<file path="config.mk">
export PLATFORM = sky130hd
export DESIGN_NAME = uart_tx_fifo_drain_flat
export DESIGN_NICKNAME = d
export VERILOG_FILES = /design/src/rtl/uart_tx_fifo_drain_if.sv /design/src/rtl/uart_tx_fifo_drain.sv /design/src/flat_wrapper.sv
export SDC_FILE = /design/constraint.sdc
export NUM_CORES = 1
export LEC_CHECK = 0
export ABC_AREA = 1
export ABC_CLOCK_PERIOD_IN_PS = 1500
export CELL_PAD_IN_SITES_DETAIL_PLACEMENT = 0
export CELL_PAD_IN_SITES_GLOBAL_PLACEMENT = 1
export CORE_UTILIZATION = 25
export CTS_CLUSTER_DIAMETER = 100
export DETAILED_ROUTE_END_ITERATION = 7
export GPL_ROUTABILITY_DRIVEN = 1
export PLACE_DENSITY_LB_ADDON = 0.1
export SLEW_MARGIN = 5
export SYNTH_ARGS = -nofsm -noshare
export SYNTH_HDL_FRONTEND = slang
export SYNTH_SLANG_ARGS = --single-unit
</file>
<file path="constraint.sdc">
create_clock -name clk -period 1.5 [get_ports clk]
set_input_delay 0.225 -clock clk [delete_from_list [all_inputs] [get_ports clk]]
set_output_delay 0.225 -clock clk [all_outputs]
set_load 0.005 [all_outputs]
</file>
<file path="src/rtl/uart_tx_fifo_drain_if.sv">
// FIFO read-side bundle between the TX buffer FIFO (first-word-fall-through) and the UART drain.
// The master is the drain that pops words; the slave is the FIFO that presents its head word.
interface uart_tx_fifo_drain_if #(
  parameter int unsigned DBIT = 8
);
  logic            fifo_empty;
  logic [DBIT-1:0] fifo_data;
  logic            fifo_rd;

  modport master (input fifo_empty, input fifo_data, output fifo_rd);
  modport slave  (output fifo_empty, output fifo_data, input fifo_rd);
endinterface

</file>
<file path="src/rtl/uart_tx_fifo_drain.sv">
// Pops words from the TX FIFO and serializes them as start/data/[parity]/stop UART frames,
// paced by a 16x-oversampling baud tick.
module uart_tx_fifo_drain #(
  parameter int unsigned DBIT    = 8,
  parameter int unsigned SB_TICK = 16,
  parameter bit          PAR_EN  = 1'b0,
  parameter bit          PAR_ODD = 1'b0
) (
  input  logic                 clk,
  input  logic                 reset,
  input  logic                 s_tick,
  uart_tx_fifo_drain_if.master fifo,
  output logic                 tx,
  output logic                 tx_busy,
  output logic                 tx_done_tick
);

  localparam int unsigned TICK_MAX = (SB_TICK > 16) ? SB_TICK : 16;
  localparam int unsigned TW       = $clog2(TICK_MAX);
  localparam int unsigned BW       = (DBIT > 1) ? $clog2(DBIT) : 1;

  localparam logic [TW-1:0] BIT_LAST  = TW'(15);
  localparam logic [TW-1:0] STOP_LAST = TW'(SB_TICK - 1);
  localparam logic [BW-1:0] DATA_LAST = BW'(DBIT - 1);

  typedef enum logic [2:0] {
    IDLE   = 3'd0,
    START  = 3'd1,
    DATA   = 3'd2,
    PARITY = 3'd3,
    STOP   = 3'd4
  } state_t;

  state_t          state_q, state_n;
  logic [TW-1:0]   tick_q, tick_n;
  logic [BW-1:0]   bit_q, bit_n;
  logic [DBIT-1:0] shreg_q, shreg_n;
  logic            par_q, par_n;
  logic            tx_q, tx_n;
  logic            busy_q;
  logic            pop_c;
  logic            done_c;

  // State and datapath registers; tx follows the line level of the state being entered.
  always_ff @(posedge clk or negedge reset) begin
    if (!reset) begin
      state_q <= IDLE;
      tick_q  <= '0;
      bit_q   <= '0;
      shreg_q <= '0;
      par_q   <= 1'b0;
      tx_q    <= 1'b1;
      busy_q  <= 1'b0;
    end else begin
      state_q <= state_n;
      tick_q  <= tick_n;
      bit_q   <= bit_n;
      shreg_q <= shreg_n;
      par_q   <= par_n;
      tx_q    <= tx_n;
      busy_q  <= (state_n != IDLE);
    end
  end

  // Next-state, counters and the line value for the upcoming cycle.
  always_comb begin
    state_n = state_q;
    tick_n  = tick_q;
    bit_n   = bit_q;
    shreg_n = shreg_q;
    par_n   = par_q;
    pop_c   = 1'b0;
    done_c  = 1'b0;
    tx_n    = 1'b1;

    case (state_q)
      IDLE: begin
        if (!fifo.fifo_empty) begin
          pop_c   = 1'b1;
          shreg_n = DBIT'(fifo.fifo_data);
          par_n   = (^fifo.fifo_data) ^ PAR_ODD;
          tick_n  = '0;
          state_n = START;
        end
      end
      START: begin
        if (s_tick) begin
          if (tick_q == BIT_LAST) begin
            tick_n  = '0;
            bit_n   = '0;
            state_n = DATA;
          end else begin
            tick_n = tick_q + TW'(1);
          end
        end
      end
      DATA: begin
        if (s_tick) begin
          if (tick_q == BIT_LAST) begin
            tick_n  = '0;
            shreg_n = shreg_q >> 1;
            if (bit_q == DATA_LAST) begin
              state_n = PAR_EN ? PARITY : STOP;
            end else begin
              bit_n = bit_q + BW'(1);
            end
          end else begin
            tick_n = tick_q + TW'(1);
          end
        end
      end
      PARITY: begin
        if (s_tick) begin
          if (tick_q == BIT_LAST) begin
            tick_n  = '0;
            state_n = STOP;
          end else begin
            tick_n = tick_q + TW'(1);
          end
        end
      end
      STOP: begin
        if (s_tick) begin
          if (tick_q == STOP_LAST) begin
            tick_n  = '0;
            done_c  = 1'b1;
            state_n = IDLE;
          end else begin
            tick_n = tick_q + TW'(1);
          end
        end
      end
      default: state_n = IDLE;
    endcase

    case (state_n)
      START:   tx_n = 1'b0;
      DATA:    tx_n = shreg_n[0];
      PARITY:  tx_n = par_n;
      default: tx_n = 1'b1;
    endcase
  end

  // The pop strobe is held off while reset is asserted so no word is lost in reset.
  assign fifo.fifo_rd  = pop_c & reset;
  assign tx            = tx_q;
  assign tx_busy       = busy_q;
  assign tx_done_tick  = done_c;

endmodule

</file>
<file path="src/flat_wrapper.sv">
// flat-port wrapper written by rule: the top's interface ports become plain ports
module uart_tx_fifo_drain_flat 
#(
  parameter int unsigned DBIT    = 8,
  parameter int unsigned SB_TICK = 16,
  parameter bit          PAR_EN  = 1'b0,
  parameter bit          PAR_ODD = 1'b0
)
  (clk, reset, s_tick, tx, tx_busy, tx_done_tick, fifo_fifo_empty, fifo_fifo_data, fifo_fifo_rd);
  uart_tx_fifo_drain_if #(.DBIT(DBIT)) fifo_i ();
  input  logic clk;
  input  logic reset;
  input  logic s_tick;
  output logic tx;
  output logic tx_busy;
  output logic tx_done_tick;
  input wire logic [$bits(fifo_i.fifo_empty)-1:0] fifo_fifo_empty;
  input wire logic [$bits(fifo_i.fifo_data)-1:0] fifo_fifo_data;
  output wire logic [$bits(fifo_i.fifo_rd)-1:0] fifo_fifo_rd;
  assign fifo_i.fifo_empty = fifo_fifo_empty;
  assign fifo_i.fifo_data = fifo_fifo_data;
  assign fifo_fifo_rd = fifo_i.fifo_rd;
  uart_tx_fifo_drain #(.DBIT(DBIT), .SB_TICK(SB_TICK), .PAR_EN(PAR_EN), .PAR_ODD(PAR_ODD)) u_core (.clk(clk), .reset(reset), .s_tick(s_tick), .fifo(fifo_i), .tx(tx), .tx_busy(tx_busy), .tx_done_tick(tx_done_tick));
endmodule
</file>
==> metrics.csv, run 1 <==
metric,value,unit
cts_max_level,1,
critPathLaunchType,flop,
initial_core_util,25.89,%
cts_tree,done,
drive_above_1_share,30.17,%
rows,26,
hold_buffers,0,
n_antenna_cell,0,
synth_common_cells,"nand2_1 (73), inv_1 (21), dfrtp_1 (20), nand3_1 (17), nor2_1 (13)",
grt_pass1_vias,1260,
ctsRootBufferMaster,clkbuf_8,
tightestPinTransition,0.3345,ns
ioPinCount,16,
synth_top_cell_area_share,38.10,%
drc,0,
vias,1291,
worst_skew_pair.late_latency,0.25,ns
grt_max_degree,22,
end_kind,primary output,
gp_congestion,0.7513,
synth-edff-count,0,
wl,3.128,mm
first_pass_iters,4,
setup_viol_count_final,0,
min_path_type,input pin to asynchronous set/reset pin,
slew_violations,0,
ys_seq_elements,21,
ant_nets,0,
layout_min_cycle_time,1.491,ns
status,"complete, no violations",
clkSlewWorstSetupHoldPaths,0.08,ns
required,1.27,ns
synth_area,1314,um^2
grt.total_usage,12.90,%
peakVddDrop,351.8,uV
clock_skew,0.001739,ns
die_w,74.49,um
grt-ovfl-total,0,
finalInstanceArea,1992,um^2
dp_hpwl,2.417,mm
port_buffers,15,
synth_ff_type,dfrtp_1,
slew-limit-headroom,77.46,%
die-area,5549,um^2
yosysWarnings,0,
p_leak,1.054,nW
avgRoutedWirePerCell,10.03,um
post-route-period-util,99.43,%
setup.worst_path.class,flop to primary output,
hold_violations,0,
syn_area_per_cell,7.179,um^2
power_density,1191,nW/um^2
yosysUniqueCellTypes,28,
rsz0062_at_grt,yes,
yosysMostFrequentCell,nand2_1,
die_h,74.49,um
grt_pass1_wl,5.382,mm
finish.utilization,39.25,%
yosys.area.top_type,dfrtp_1,
ctsLongestPathBuffers,2,
synth_cells,183,
arrival,1.27,ns
synth_nets,198,
viasPerCell,4.138,
fmaxAchievable,670.5,MHz
core-area,5075,um^2
nets,258,
drtIter0Drc,48,
yosys-top-cells-area,"dfrtp_1 (38%), nand2_1 (21%), nand3_1 (6.5%)",
cap_violations,0,
path_max_fanout,2,
dpl-instance-area,1773,um^2
clock-sinks,21,
ys_seq_area_share,40.10,%
antenna_found_initial,0,
ys_async_sr_fraction,100.0,%
syn_to_final_growth,51.62,%
cts_inserted_buffers,3,
-- layer usage --
metal,track usage (%),share of wire (%)
met5,0,0
met1,15.44,45
met2,23.62,52
met4,4.403,0.74
met3,1.626,2.6
-- metrics by stage --
step | TNS, ns | hold WS [ns] | power [mW] | setup WS, ns | instances
final | 0 | 0.3596 | 2.372 | 0.008608 | 312
after CTS | -0.1199 | 0.3660 | 2.376 | -0.06630 | 313
after global placement | -1.498 | 0.4609 | 1.803 | -0.2338 | 298
after global routing | -0.5832 | 0.3806 | 2.599 | -0.1089 | 312
after floorplan | 0 | -0.07059 | 1.397 | 0.1005 | 183
after detailed placement | -1.652 | 0.4799 | 1.824 | -0.2561 | 298
-- cell type report --
cell class | instances | area, um^2
fill | 550 | 3083
multi-input combinational | 136 | 765.7
sequential | 21 | 526.8
timing repair buffer | 57 | 476.7
inverter | 24 | 90.09
tap | 70 | 87.58
clock buffer | 4 | 45.04
-- final timing paths --
| kind | startpoint | endpoint | slack (ns) | cells after the start |
|---|---|---|---|---|
| max in group asynchronous | reset | u_core.tx | 0.86 | 2 |
| hold / removal | reset | u_core.tick_q[3] | 0.36 | 2 |
| min in group clk | u_core.bit_q[2] | u_core.bit_q[2] | 0.49 | 2 |
| setup reg to reg | u_core.state_q[0] | u_core.bit_q[0] | 0.03 | 8 |
| hold reg to reg | u_core.bit_q[2] | u_core.bit_q[2] | 0.49 | 2 |
| setup / recovery | u_core.state_q[0] | fifo_fifo_rd | 0.009 | 7 |
-- logic make-up (layout without fill, tap and decap cells) --
logic type / count (synthesis) / count (layout) / synth area share [%]
compound gates: 21 / 21 / 11.52
buf+inv: 26 / 85 / 8.286
xor+xnor: 2 / 2 / 1.334
simple gates: 110 / 110 / 35.91
flops: 21 / 21 / 40.10
fa+ha+maj: 3 / 3 / 2.857
-- worst max-delay path: stages (launching register included) --
cell and delay (ns):
dfrtp_1 0.40, nor2_2 0.12, buf_4 0.12, nand2_4 0.05, nor2_4 0.09, inv_2 0.05, nor2_2 0.07, buf_2 0.11
-- flip-flops by register name, summed over array words and instances (netlist names) --
signal and cells:
u_core.tx_busy 1, u_core.shreg_q 8, u_core.tx 1, u_core.state_q 3, u_core.par_q 1, u_core.tick_q 4
u_core.bit_q 3
-- what timing repair did --
action / CTS / global route
pin swaps: 9 / 9
setup buffers: 14 / 1
setup endpoints to repair: 8 / 21
resized for setup: 23 / 15
-- where the power goes --
group	switching, mW	internal [mW]	leakage, nW
clock network	0.180	0.189	0.0228
logic	0.545	0.575	0.773
registers	0.115	0.769	0.259
total	0.839	1.53	1.05
-- placed cells by master (no fill, tap or decap), types with 3 or more instances in the layout --
| cell type | instances |
|---|---|
| buf_4 | 37 |
| buf_6 | 5 |
| clkbuf_8 | 3 |
| clkdlybuf4s50_1 | 12 |
| dfrtp_1 | 20 |
| inv_1 | 21 |
| inv_2 | 3 |
| nand2_1 | 70 |
| nand2_4 | 3 |
| nand3_1 | 16 |
| nor2_1 | 10 |
| nor2_2 | 3 |
| o211ai_1 | 6 |
| o21ai_0 | 3 |
| o21ai_1 | 3 |
(Power assumes the default switching activity.)
==> run 2: changes to the inputs <==
--- a/config.mk
+++ b/config.mk
@@ -6,9 +6,9 @@
 export NUM_CORES = 1
 export LEC_CHECK = 0
 export ABC_AREA = 1
-export ABC_CLOCK_PERIOD_IN_PS = 1500
 export CELL_PAD_IN_SITES_DETAIL_PLACEMENT = 0
 export CELL_PAD_IN_SITES_GLOBAL_PLACEMENT = 1
+export CORE_MARGIN = 8
 export CORE_UTILIZATION = 25
 export CTS_CLUSTER_DIAMETER = 100
 export DETAILED_ROUTE_END_ITERATION = 7
==> metrics.csv, run 2 (synthesis results as in run 1) <==
metric,value,unit,change
p_leak,1.029,nW,was 1.054 nW
power_density,1197,nW/um^2,was 1191 nW/um^2
nets,254,,was 258
post-route-period-util,100.6,%,was 99.43%
viasPerCell,4.312,,was 4.138
fmaxAchievable,662.8,MHz,was 670.5 MHz
first_pass_iters,4,,unchanged
failed_checks,setup timing,,
drc,0,,unchanged
largest_reg_flops,8,,unchanged
slew-limit-headroom,80.12,%,was 77.46%
rows,26,,unchanged
vias,1328,,"was 1,291"
cts_tree,done,,unchanged
cts_inserted_buffers,3,,unchanged
crit_path_top_delay_cell,dfrtp_1,,unchanged
max_stage_delay,0.40,ns,about the same
grt_pass1_vias,1393,,"was 1,260"
slew_violations,0,,unchanged
crit_start,u_core.tick_q[1],,was u_core.state_q[0]
setup.worst_path.class,flop to flop,,was flop to primary output
ant_nets,0,,unchanged
mostFrequentLayoutCell,nand2_1,,unchanged
port_buffers,15,,unchanged
avgRoutedWirePerCell,11.22,um,was 10.03 um
path_max_fanout,5,,was 2
top_regs,"u_core.shreg_q (8), u_core.tick_q (4)",,unchanged
die_w,88.49,um,was 74.49 um
clkSlewWorstSetupHoldPaths,0.08,ns,about the same
crit_top_cell,buf_6,,was nor2_2
drtIter0Drc,46,,was 48
tightestPinTransition,0.2983,ns,was 0.3345 ns
hold_ws,0.3665,ns,was 0.3596 ns
grt_max_degree,22,,unchanged
initial_core_util,25.89,%,unchanged
min_path_type,input pin to asynchronous set/reset pin,,unchanged
tns,-0.008646,ns,was 0 ns
arrival,1.69,ns,was 1.27 ns
ctsLongestPathBuffers,2,,unchanged
clock_skew,0.009883,ns,was 0.001739 ns
end_kind,flop,,was primary output
clock-sinks,21,,unchanged
largest_register,u_core.shreg_q,,unchanged
required,1.69,ns,was 1.27 ns
wl,3.457,mm,was 3.128 mm
setup_viol_count_final,1,,was 0
finish.utilization,39.32,%,was 39.25%
antenna_found_initial,0,,unchanged
crit_path_cell_trace,"ha_2, nand3_4, nor2_4, buf_6, buf_6, buf_6, o21ai_4, inv_2, nand2_1, nand3_1",,"was nor2_2, buf_4, nand2_4, nor2_4, inv_2, nor2_2, buf_2"
syn_to_final_growth,51.90,%,was 51.62%
critPathLaunchType,flop,,unchanged
grt.total_usage,9.788,%,was 12.90%
ctsRootBufferMaster,clkbuf_8,,unchanged
cap_violations,0,,unchanged
finalWorstSetupSlack,-0.008646,ns,was 0.008608 ns
grt_pass1_wl,6.037,mm,was 5.382 mm
n_antenna_cell,0,,unchanged
rsz0062_at_grt,yes,,unchanged
drive_above_1_share,32.77,%,was 30.17%
final_cell_mix,"nand2_1 (65), buf_4 (27), dfrtp_1 (20), inv_1 (17), nand3_1 (16)",,"was nand2_1 (70), buf_4 (37), inv_1 (21), dfrtp_1 (20), nand3_1 (16)"
gp_congestion,0.7413,,was 0.7513
die_h,88.49,um,was 74.49 um
status,"finished, violations left",,"was complete, no violations"
hold_violations,0,,unchanged
peakVddDrop,343.0,uV,was 351.8 uV
dp_hpwl,2.667,mm,was 2.417 mm
die-area,7830,um^2,was 5549 um^2
timing.rr.start,u_core.tick_q[1],,was u_core.state_q[0]
grt-ovfl-total,0,,unchanged
cts_max_level,1,,unchanged
core-area,5075,um^2,unchanged
ioPinCount,16,,unchanged
worst_skew_pair.late_latency,0.26,ns,was 0.25 ns
layout_min_cycle_time,1.509,ns,was 1.491 ns
-- run 2: cell types whose count changed in the layout (fill, tap and decap cells not counted), moves of 2 or more --
| cell | before | now |
|---|---|---|
| buf_4 | 37 | 27 |
| buf_6 | 5 | 10 |
| nand2_1 | 70 | 65 |
| nand2_2 | 1 | 6 |
| inv_1 | 21 | 17 |
| inv_2 | 3 | 7 |
| nor2_2 | 3 | 1 |
| o21ai_0 | 3 | 1 |
| o21ai_1 | 3 | 5 |
-- run 2: worst max-delay path, delay by kind of cell, from the launching register on --
kind,cells,cell delay (ns)
AO/OA/AOI/OAI,1,0.14
AND/OR/NAND/NOR,4,0.24
adder cells (fa/ha/maj),1,0.21
flip-flops,1,0.40
buffers and inverters,4,0.41
-- run 2: path summary, 6_finish.rpt --
kind	slack, ns	to	depth (start not counted)
min in group clk	0.49	u_core.bit_q[2]	2
hold reg to reg	0.49	u_core.bit_q[2]	2
setup reg to reg	-0.009	u_core.tx	10
max in group asynchronous	0.84	u_core.tx	2
setup / recovery	-0.009	u_core.tx	10
hold / removal	0.37	u_core.tick_q[1]	2
-- run 2: layout make-up --
class	instances	area, um^2
Clock buffer	3	41.29
Clock inverter	1	5.005
Timing Repair Buffer	53	474.2
Fill cell	550	3079
Multi-Input combinational cell	136	770.7
Inverter	24	90.09
Sequential cell	21	526.8
Tap cell	70	87.58
-- run 2: layer usage --
metal | GRT usage [%] | share of wire (%)
met1 | 11.00 | 43
met3 | 1.114 | 2.7
met4 | 5.991 | 2.8
met5 | 0 | 0
met2 | 17.24 | 52
-- run 2: repair_timing --
action	CTS	global route
gates resized for setup	18	33
buffers inserted	5	3
hold buffers	0	0
setup endpoints to repair	10	13
pin swaps	5	12
-- run 2: where the power goes --
| part | internal (mW) | leakage (nW) | switching [mW] |
|---|---|---|---|
| combinational | 0.570 | 0.745 | 0.565 |
| sequential | 0.769 | 0.259 | 0.109 |
| clock | 0.185 | 0.0255 | 0.189 |
-- run 2: through the flow --
step,power [mW],instances,cell area [um^2],worst slack (ns)
after floorplan,1.397,183,1314,0.1005
after global placement,1.806,297,1778,-0.2408
after detailed placement,1.838,297,1778,-0.2672
after CTS,2.277,305,1871,-0.04115
after global routing,2.583,308,1996,-0.09880
final,2.388,308,1996,-0.008646
